===== src/rtl/cmul_sched_if.sv =====
// cmul_sched_if: request and response handshake bundle for cmul_sched.
//   req_valid/req_ready : per-requester valid/ready, ready is one-hot or zero
//   req_mode/din/tag    : per-requester packed fields, slice i belongs to requester i
//   resp_valid/ready    : head-of-FIFO handshake towards the consumer
//   resp_dout/id/tag/err: result, originating requester, echoed tag, illegal-mode flag
// modport slave is the scheduler side, modport master the requester/consumer side.
interface cmul_sched_if #(
    parameter int NREQ   = 4,
    parameter int DIN_W  = 272,
    parameter int DOUT_W = 288,
    parameter int TAG_W  = 4
);
    localparam int ID_W = (NREQ > 1) ? $clog2(NREQ) : 1;

    logic [NREQ-1:0]       req_valid;
    logic [NREQ-1:0]       req_ready;
    logic [NREQ*3-1:0]     req_mode;
    logic [NREQ*DIN_W-1:0] req_din;
    logic [NREQ*TAG_W-1:0] req_tag;
    logic                  resp_valid;
    logic                  resp_ready;
    logic [DOUT_W-1:0]     resp_dout;
    logic [ID_W-1:0]       resp_id;
    logic [TAG_W-1:0]      resp_tag;
    logic                  resp_err;

    modport slave (
        input  req_valid, req_mode, req_din, req_tag, resp_ready,
        output req_ready, resp_valid, resp_dout, resp_id, resp_tag, resp_err
    );

    modport master (
        output req_valid, req_mode, req_din, req_tag, resp_ready,
        input  req_ready, resp_valid, resp_dout, resp_id, resp_tag, resp_err
    );
endinterface


===== src/rtl/cmul_sched.sv =====
// cmul_sched: round-robin scheduler sharing one small-constant multiplier
// (cmul) among NREQ requesters. Requests are granted only while a result
// slot is guaranteed in the output FIFO, so results return in issue order
// and the FIFO can never overflow.
// Ports:
//   clk, rstn : clock, asynchronous active-low reset
//   bus       : cmul_sched_if.slave, request and response handshakes
//   cm_mode   : to cmul.mode (0 when idle or on an illegal-mode issue)
//   cm_din    : to cmul.din  (0 when idle or on an illegal-mode issue)
//   cm_dout   : from cmul.dout, valid LATENCY cycles after issue
//   busy      : registered, 1 while any request is in flight or queued
module cmul_sched #(
    parameter int NREQ       = 4,
    parameter int DIN_W      = 272,
    parameter int DOUT_W     = 288,
    parameter int TAG_W      = 4,
    parameter int LATENCY    = 1,
    parameter int FIFO_DEPTH = 4
) (
    input  logic               clk,
    input  logic               rstn,
    cmul_sched_if.slave        bus,
    output logic [2:0]         cm_mode,
    output logic [DIN_W-1:0]   cm_din,
    input  logic [DOUT_W-1:0]  cm_dout,
    output logic               busy
);
    localparam int ID_W  = (NREQ > 1) ? $clog2(NREQ) : 1;
    localparam int CNT_W = $clog2(FIFO_DEPTH + 1);
    localparam int PTR_W = (FIFO_DEPTH > 1) ? $clog2(FIFO_DEPTH) : 1;

    function automatic logic mode_legal(input logic [2:0] m);
        return (m == 3'd1) || (m == 3'd2) || (m == 3'd3) || (m == 3'd4) || (m == 3'd6);
    endfunction

    function automatic logic [PTR_W-1:0] ptr_inc(input logic [PTR_W-1:0] p);
        return (p == PTR_W'(FIFO_DEPTH - 1)) ? '0 : p + PTR_W'(1);
    endfunction

    logic [2:0]       mode_a [NREQ];
    logic [DIN_W-1:0] din_a  [NREQ];
    logic [TAG_W-1:0] tag_a  [NREQ];

    for (genvar g = 0; g < NREQ; g++) begin : g_unpack
        assign mode_a[g] = bus.req_mode[3*g +: 3];
        assign din_a[g]  = bus.req_din[DIN_W*g +: DIN_W];
        assign tag_a[g]  = bus.req_tag[TAG_W*g +: TAG_W];
    end

    logic [ID_W-1:0]  rr, rr_nxt, grant_idx;
    logic             grant_found, issue, pop;
    logic [CNT_W-1:0] outstanding, out_nxt;
    int               scan_j;

    // Stage 0: arbitration, search upward from rr with wrap-around
    always_comb begin
        grant_found = 1'b0;
        grant_idx   = '0;
        scan_j      = 0;
        for (int k = 0; k < NREQ; k++) begin
            scan_j = int'(rr) + k;
            if (scan_j >= NREQ) scan_j = scan_j - NREQ;
            if (!grant_found && bus.req_valid[scan_j[ID_W-1:0]]) begin
                grant_found = 1'b1;
                grant_idx   = scan_j[ID_W-1:0];
            end
        end
    end

    // Credit check: outstanding covers both in-flight and queued entries
    assign issue  = grant_found && rstn && (outstanding < CNT_W'(FIFO_DEPTH));
    assign rr_nxt = (grant_idx == ID_W'(NREQ - 1)) ? '0 : grant_idx + ID_W'(1);

    always_comb begin
        bus.req_ready = '0;
        if (issue) bus.req_ready[grant_idx] = 1'b1;
    end

    logic             vld_p0, err_p0;
    logic [ID_W-1:0]  id_p0;
    logic [TAG_W-1:0] tag_p0;
    logic [2:0]       mode_sel;

    assign mode_sel = mode_a[grant_idx];
    assign vld_p0   = issue;
    assign err_p0   = !mode_legal(mode_sel);
    assign id_p0    = grant_idx;
    assign tag_p0   = tag_a[grant_idx];
    assign cm_mode  = (issue && !err_p0) ? mode_sel : 3'd0;
    assign cm_din   = (issue && !err_p0) ? din_a[grant_idx] : '0;

    logic             push_vld, push_err;
    logic [ID_W-1:0]  push_id;
    logic [TAG_W-1:0] push_tag;

    // Stages 1..LATENCY: track each issue alongside the multiplier pipeline
    if (LATENCY == 0) begin : g_lat0
        assign push_vld = vld_p0;
        assign push_err = err_p0;
        assign push_id  = id_p0;
        assign push_tag = tag_p0;
    end else begin : g_latn
        logic             vld_pn [LATENCY];
        logic             err_pn [LATENCY];
        logic [ID_W-1:0]  id_pn  [LATENCY];
        logic [TAG_W-1:0] tag_pn [LATENCY];

        always_ff @(posedge clk or negedge rstn) begin
            if (!rstn) begin
                for (int s = 0; s < LATENCY; s++) vld_pn[s] <= 1'b0;
            end else begin
                vld_pn[0] <= vld_p0;
                for (int s = 1; s < LATENCY; s++) vld_pn[s] <= vld_pn[s-1];
            end
        end

        always_ff @(posedge clk) begin
            err_pn[0] <= err_p0;
            id_pn[0]  <= id_p0;
            tag_pn[0] <= tag_p0;
            for (int s = 1; s < LATENCY; s++) begin
                err_pn[s] <= err_pn[s-1];
                id_pn[s]  <= id_pn[s-1];
                tag_pn[s] <= tag_pn[s-1];
            end
        end

        assign push_vld = vld_pn[LATENCY-1];
        assign push_err = err_pn[LATENCY-1];
        assign push_id  = id_pn[LATENCY-1];
        assign push_tag = tag_pn[LATENCY-1];
    end

    // Output FIFO: entries written when the realigned result arrives
    logic [DOUT_W-1:0] dout_mem [FIFO_DEPTH];
    logic              err_mem  [FIFO_DEPTH];
    logic [ID_W-1:0]   id_mem   [FIFO_DEPTH];
    logic [TAG_W-1:0]  tag_mem  [FIFO_DEPTH];
    logic [PTR_W-1:0]  wr_ptr, rd_ptr;
    logic [CNT_W-1:0]  fifo_cnt;

    assign bus.resp_valid = (fifo_cnt != '0);
    assign pop            = bus.resp_valid && bus.resp_ready;

    always_comb begin
        out_nxt = outstanding;
        if (issue && !pop)      out_nxt = outstanding + CNT_W'(1);
        else if (!issue && pop) out_nxt = outstanding - CNT_W'(1);
    end

    always_ff @(posedge clk or negedge rstn) begin
        if (!rstn) begin
            wr_ptr      <= '0;
            rd_ptr      <= '0;
            fifo_cnt    <= '0;
            outstanding <= '0;
            rr          <= '0;
            busy        <= 1'b0;
        end else begin
            if (push_vld) wr_ptr <= ptr_inc(wr_ptr);
            if (pop)      rd_ptr <= ptr_inc(rd_ptr);
            if (push_vld && !pop)      fifo_cnt <= fifo_cnt + CNT_W'(1);
            else if (!push_vld && pop) fifo_cnt <= fifo_cnt - CNT_W'(1);
            outstanding <= out_nxt;
            busy        <= (out_nxt != '0);
            if (issue) rr <= rr_nxt;
        end
    end

    // Err entries keep their slot but never expose whatever cmul produced for mode 0
    always_ff @(posedge clk) begin
        if (push_vld) begin
            dout_mem[wr_ptr] <= push_err ? '0 : cm_dout;
            err_mem[wr_ptr]  <= push_err;
            id_mem[wr_ptr]   <= push_id;
            tag_mem[wr_ptr]  <= push_tag;
        end
    end

    // Data storage is unreset; gating on resp_valid makes the outputs read 0 when empty
    assign bus.resp_dout = bus.resp_valid ? dout_mem[rd_ptr] : '0;
    assign bus.resp_err  = bus.resp_valid && err_mem[rd_ptr];
    assign bus.resp_id   = bus.resp_valid ? id_mem[rd_ptr] : '0;
    assign bus.resp_tag  = bus.resp_valid ? tag_mem[rd_ptr] : '0;
endmodule


===== src/flat_wrapper.sv =====
// flat-port wrapper written by rule: the top's interface ports become plain ports
module cmul_sched_flat 
#(
    parameter int NREQ       = 4,
    parameter int DIN_W      = 272,
    parameter int DOUT_W     = 288,
    parameter int TAG_W      = 4,
    parameter int LATENCY    = 1,
    parameter int FIFO_DEPTH = 4
)
  (clk, rstn, cm_mode, cm_din, cm_dout, busy, bus_req_valid, bus_req_mode, bus_req_din, bus_req_tag, bus_resp_ready, bus_req_ready, bus_resp_valid, bus_resp_dout, bus_resp_id, bus_resp_tag, bus_resp_err);
  cmul_sched_if #(.NREQ(NREQ), .DIN_W(DIN_W), .DOUT_W(DOUT_W), .TAG_W(TAG_W)) bus_i ();
  input  logic clk;
  input  logic rstn;
  output logic [2:0] cm_mode;
  output logic [DIN_W-1:0] cm_din;
  input  logic [DOUT_W-1:0] cm_dout;
  output logic busy;
  input wire logic [$bits(bus_i.req_valid)-1:0] bus_req_valid;
  input wire logic [$bits(bus_i.req_mode)-1:0] bus_req_mode;
  input wire logic [$bits(bus_i.req_din)-1:0] bus_req_din;
  input wire logic [$bits(bus_i.req_tag)-1:0] bus_req_tag;
  input wire logic [$bits(bus_i.resp_ready)-1:0] bus_resp_ready;
  output wire logic [$bits(bus_i.req_ready)-1:0] bus_req_ready;
  output wire logic [$bits(bus_i.resp_valid)-1:0] bus_resp_valid;
  output wire logic [$bits(bus_i.resp_dout)-1:0] bus_resp_dout;
  output wire logic [$bits(bus_i.resp_id)-1:0] bus_resp_id;
  output wire logic [$bits(bus_i.resp_tag)-1:0] bus_resp_tag;
  output wire logic [$bits(bus_i.resp_err)-1:0] bus_resp_err;
  assign bus_i.req_valid = bus_req_valid;
  assign bus_i.req_mode = bus_req_mode;
  assign bus_i.req_din = bus_req_din;
  assign bus_i.req_tag = bus_req_tag;
  assign bus_i.resp_ready = bus_resp_ready;
  assign bus_req_ready = bus_i.req_ready;
  assign bus_resp_valid = bus_i.resp_valid;
  assign bus_resp_dout = bus_i.resp_dout;
  assign bus_resp_id = bus_i.resp_id;
  assign bus_resp_tag = bus_i.resp_tag;
  assign bus_resp_err = bus_i.resp_err;
  cmul_sched #(.NREQ(NREQ), .DIN_W(DIN_W), .DOUT_W(DOUT_W), .TAG_W(TAG_W), .LATENCY(LATENCY), .FIFO_DEPTH(FIFO_DEPTH)) u_core (.clk(clk), .rstn(rstn), .bus(bus_i), .cm_mode(cm_mode), .cm_din(cm_din), .cm_dout(cm_dout), .busy(busy));
endmodule

===== config.mk =====
export PLATFORM = sky130hd
export DESIGN_NAME = cmul_sched_flat
export DESIGN_NICKNAME = d
export VERILOG_FILES = /design/src/rtl/cmul_sched_if.sv /design/src/rtl/cmul_sched.sv /design/src/flat_wrapper.sv
export SDC_FILE = /design/constraint.sdc
export NUM_CORES = 2
export LEC_CHECK = 0
export CAP_MARGIN = 40
export CORE_AREA = 8 8 760 762
export CTS_CLUSTER_DIAMETER = 120
export DETAILED_ROUTE_END_ITERATION = 10
export DIE_AREA = 0 0 768 770
export GPL_TIMING_DRIVEN = 0
export PLACE_DENSITY = 0.3
export RECOVER_POWER = 25
export SKIP_CTS_REPAIR_TIMING = 1
export SLEW_MARGIN = 20
export SYNTH_ARGS = -nofsm -noshare
export SYNTH_HDL_FRONTEND = slang
export SYNTH_SLANG_ARGS = --single-unit

===== constraint.sdc =====
create_clock -name clk -period 12.7 [get_ports clk]
set_input_delay 2.54 -clock clk [delete_from_list [all_inputs] [get_ports clk]]
set_output_delay 2.54 -clock clk [all_outputs]
set_load 0.03 [all_outputs]

==> results.ini <==
[run_status]
outcome=finished, violations left
violations=capacitance limit, slew limit

[logic_synthesis]
ys.flop_type=edfxtp_1
synth_area_leaders=edfxtp_1, mux4_2, a21oi_1, and4_1, nand2_1
synth.distinct_cells=48
ys_seq_area_frac=0.619
synth_top_area_cell=edfxtp_1
yosys.area.top_type_share=0.610
synth.avg_cell_area_um2=13.7
synth_nets=5676
ys_ff_latch=1201
yosysMostFrequentCell=edfxtp_1
yosysWarnings=0
postSynth.asyncResetShare=0.0117
synth_area_um2=58100
synth_commonest_cells=edfxtp_1, nand2_1, a21oi_1
synth-edff-count=1180
syn_inst=4252

[cells_and_area]
seqCellArea_um2=35900
fin_cells=14500
drive_above_1_share=0.136
multi_input_comb_area_um2=20400
nFillCells=62600
finalNetCount=8065
area_growth_pct=66.5
finalInstanceArea_um2=96700

[worst_setup_path]
cp-start-kind=input port
crit_fanout=10
timing.setup.critical_path_class=input port to output pin
arrival_ns=8.53
required_ns=10.16
rr_startpoint=u_core.wr_ptr[0]
worst_setup_path_end_kind=output pin
crit_start=bus_req_valid[0]

[global_route]
grt_antenna_before_repair=714
grt_pass1_vias=52400
grt_pass1_wl_mm=772
gr-total-overflow=0
grt_usage=0.211
grt_max_degree=38

[placement]
portBuffers=1986
place_congestion=0.961
dp_hpwl_mm=589
placed_area_um2=91800
placed_cells=14000

[route]
wl_per_cell_um=45.2
drt_iter0_drc=4782
vias=53300
drtPass1Iterations=6
ant_nets=0
totalWireLength_mm=654
vias_per_cell=3.69
remaining_drc_errors=0

[die]
io_pins=1987
die_w_um=768
die_h_um=770
dieArea_um2=591000
floorplan.initialDensity=0.103
core.rowCount=277
coreArea_um2=566000

[sta]
fin_crit_sh=0.872
maxSlewHeadroom=-0.971
worst_pin_slew_ns=2.96
fin_setup_tns_ns=0
rsz0062_at_grt=false
finalSetupViolCount=0
max_freq_mhz=90.3
skew_ns=0.0453
hold_viol=0
slew_violations=645
min_period_ns=11.07

[cts]
cts_made_buffers=156
cts_tree=yes
root_buffer=clkbuf_16
cts_sinks=1201
clock_latency_ns=0.84
clk_pin_slew_worst_paths_ns=0.05
htreeDepth=4
clockBufferDepth=4

[pwr]
power_w=0.0104
power_density_nw_per_um2=108
peakVddDrop_mv=0.0839
leakage_nw=31.2

[worst_hold_path]
worstHoldStart=u_core.fifo_cnt[2]
holdCritPathClass=flip-flop to flip-flop

[run]
maxCapViolCount=22

-- area by class of cell --
| cell class | count | share of cell area |
|---|---|---|
| sequential | 1201 | 0.371 |
| timing repair buffer | 2231 | 0.246 |
| multi-input combinational | 2635 | 0.211 |
| tap | 7533 | 0.0975 |
| clock buffer | 200 | 0.0423 |
| buffer | 407 | 0.0193 |
| clock inverter | 76 | 0.00778 |
| antenna | 163 | 0.00422 |
| inverter | 9 | 0.000349 |
-- path summary, 6_finish.rpt --
check,endpoint,slack (ns),cells after the start
setup reg to reg,u_core.dout_mem[3][156],3.57,7
min in group asynchronous,u_core.rr[1],2.08,1
hold reg to reg,u_core.fifo_cnt[2],0.47,1
max in group asynchronous,u_core.busy,9.78,1
setup / recovery,cm_din[101],1.63,14
hold / removal,u_core.fifo_cnt[2],0.47,1
-- metal layers --
layer | part of all wire | GRT usage | vias to the layer above
li1 | - | - | 21400
met1 | 0.43 | 0.271 | 27100
met2 | 0.45 | 0.341 | 3258
met3 | 0.092 | 0.0783 | 1300
met4 | 0.027 | 0.0364 | 214
met5 | 0.0022 | 0 | -
-- placed cells by master, fill, tap and decap left out, drive strengths merged, types with 7 or more instances in the layout --
master,count
nand2,575
inv,15
edfxtp,1180
clkdlybuf4s50,1914
dlygate4sd3,28
dfrtp,14
clkbuf,499
diode,163
ha,12
bufinv,9
a22oi,272
buf,397
a21oi,546
dfxtp,7
mux4,295
nor2b,292
and2,304
and4,272
clkinv,57
-- registers in the layout, indices dropped and copies added, names as in the netlist --
signal / count
u_core.busy: 1
u_core.dout_mem: 1152
u_core.err_mem: 4
u_core.fifo_cnt: 3
u_core.g_latn.err_pn: 1
u_core.g_latn.id_pn: 2
u_core.g_latn.tag_pn: 4
u_core.g_latn.vld_pn: 1
u_core.id_mem: 8
u_core.outstanding: 3
u_core.rd_ptr: 2
u_core.rr: 2
u_core.tag_mem: 16
u_core.wr_ptr: 2
-- kinds of logic (layout without fill, tap and decap cells) --
family,count (synthesis),count (layout),synth area share
DFF,1201,1201,0.619
adders and majority gates,13,13,0.00293
muxes,298,298,0.115
xor gates and xnor gates,5,5,0.000754
buffers and inverters,416,2923,0.0317
AOI/OAI and AO/OA,842,842,0.0852
and+or+nand+nor,1477,1477,0.146
other,0,163,0
-- worst max-delay path, cell delays in order --
cell and delay [ns]:
clkdlybuf4s50_1 0.56, nor2b_1 0.30, or4_1 0.15, buf_2 0.22, nand2_2 0.30, inv_2 0.18
buf_2 0.64, clkbuf_1 0.27, buf_6 0.22, clkbuf_1 0.38, nand2_1 0.52, a22oi_1 0.96
and4_1 0.44, clkdlybuf4s50_1 0.76
-- power by group --
part / total [W] / internal [W] / switching, W
combinational: 0.00175 / 0.000634 / 0.00111
clock: 0.00425 / 0.00247 / 0.00178
sequential: 0.00444 / 0.00444 / 0.00000274
-- through the flow --
step,utilization,hold WS (ns),setup WS (ns)
2_1_floorplan,-,0.434,4.71
3_3_place_gp,0.154,0.444,-4.52
3_5_place_dp,0.162,0.458,1.61
4_1_cts,0.171,0.465,1.56
5_1_grt,0.170,0.486,1.56
6_report,0.171,0.470,1.63
(Power assumes the default switching activity.)
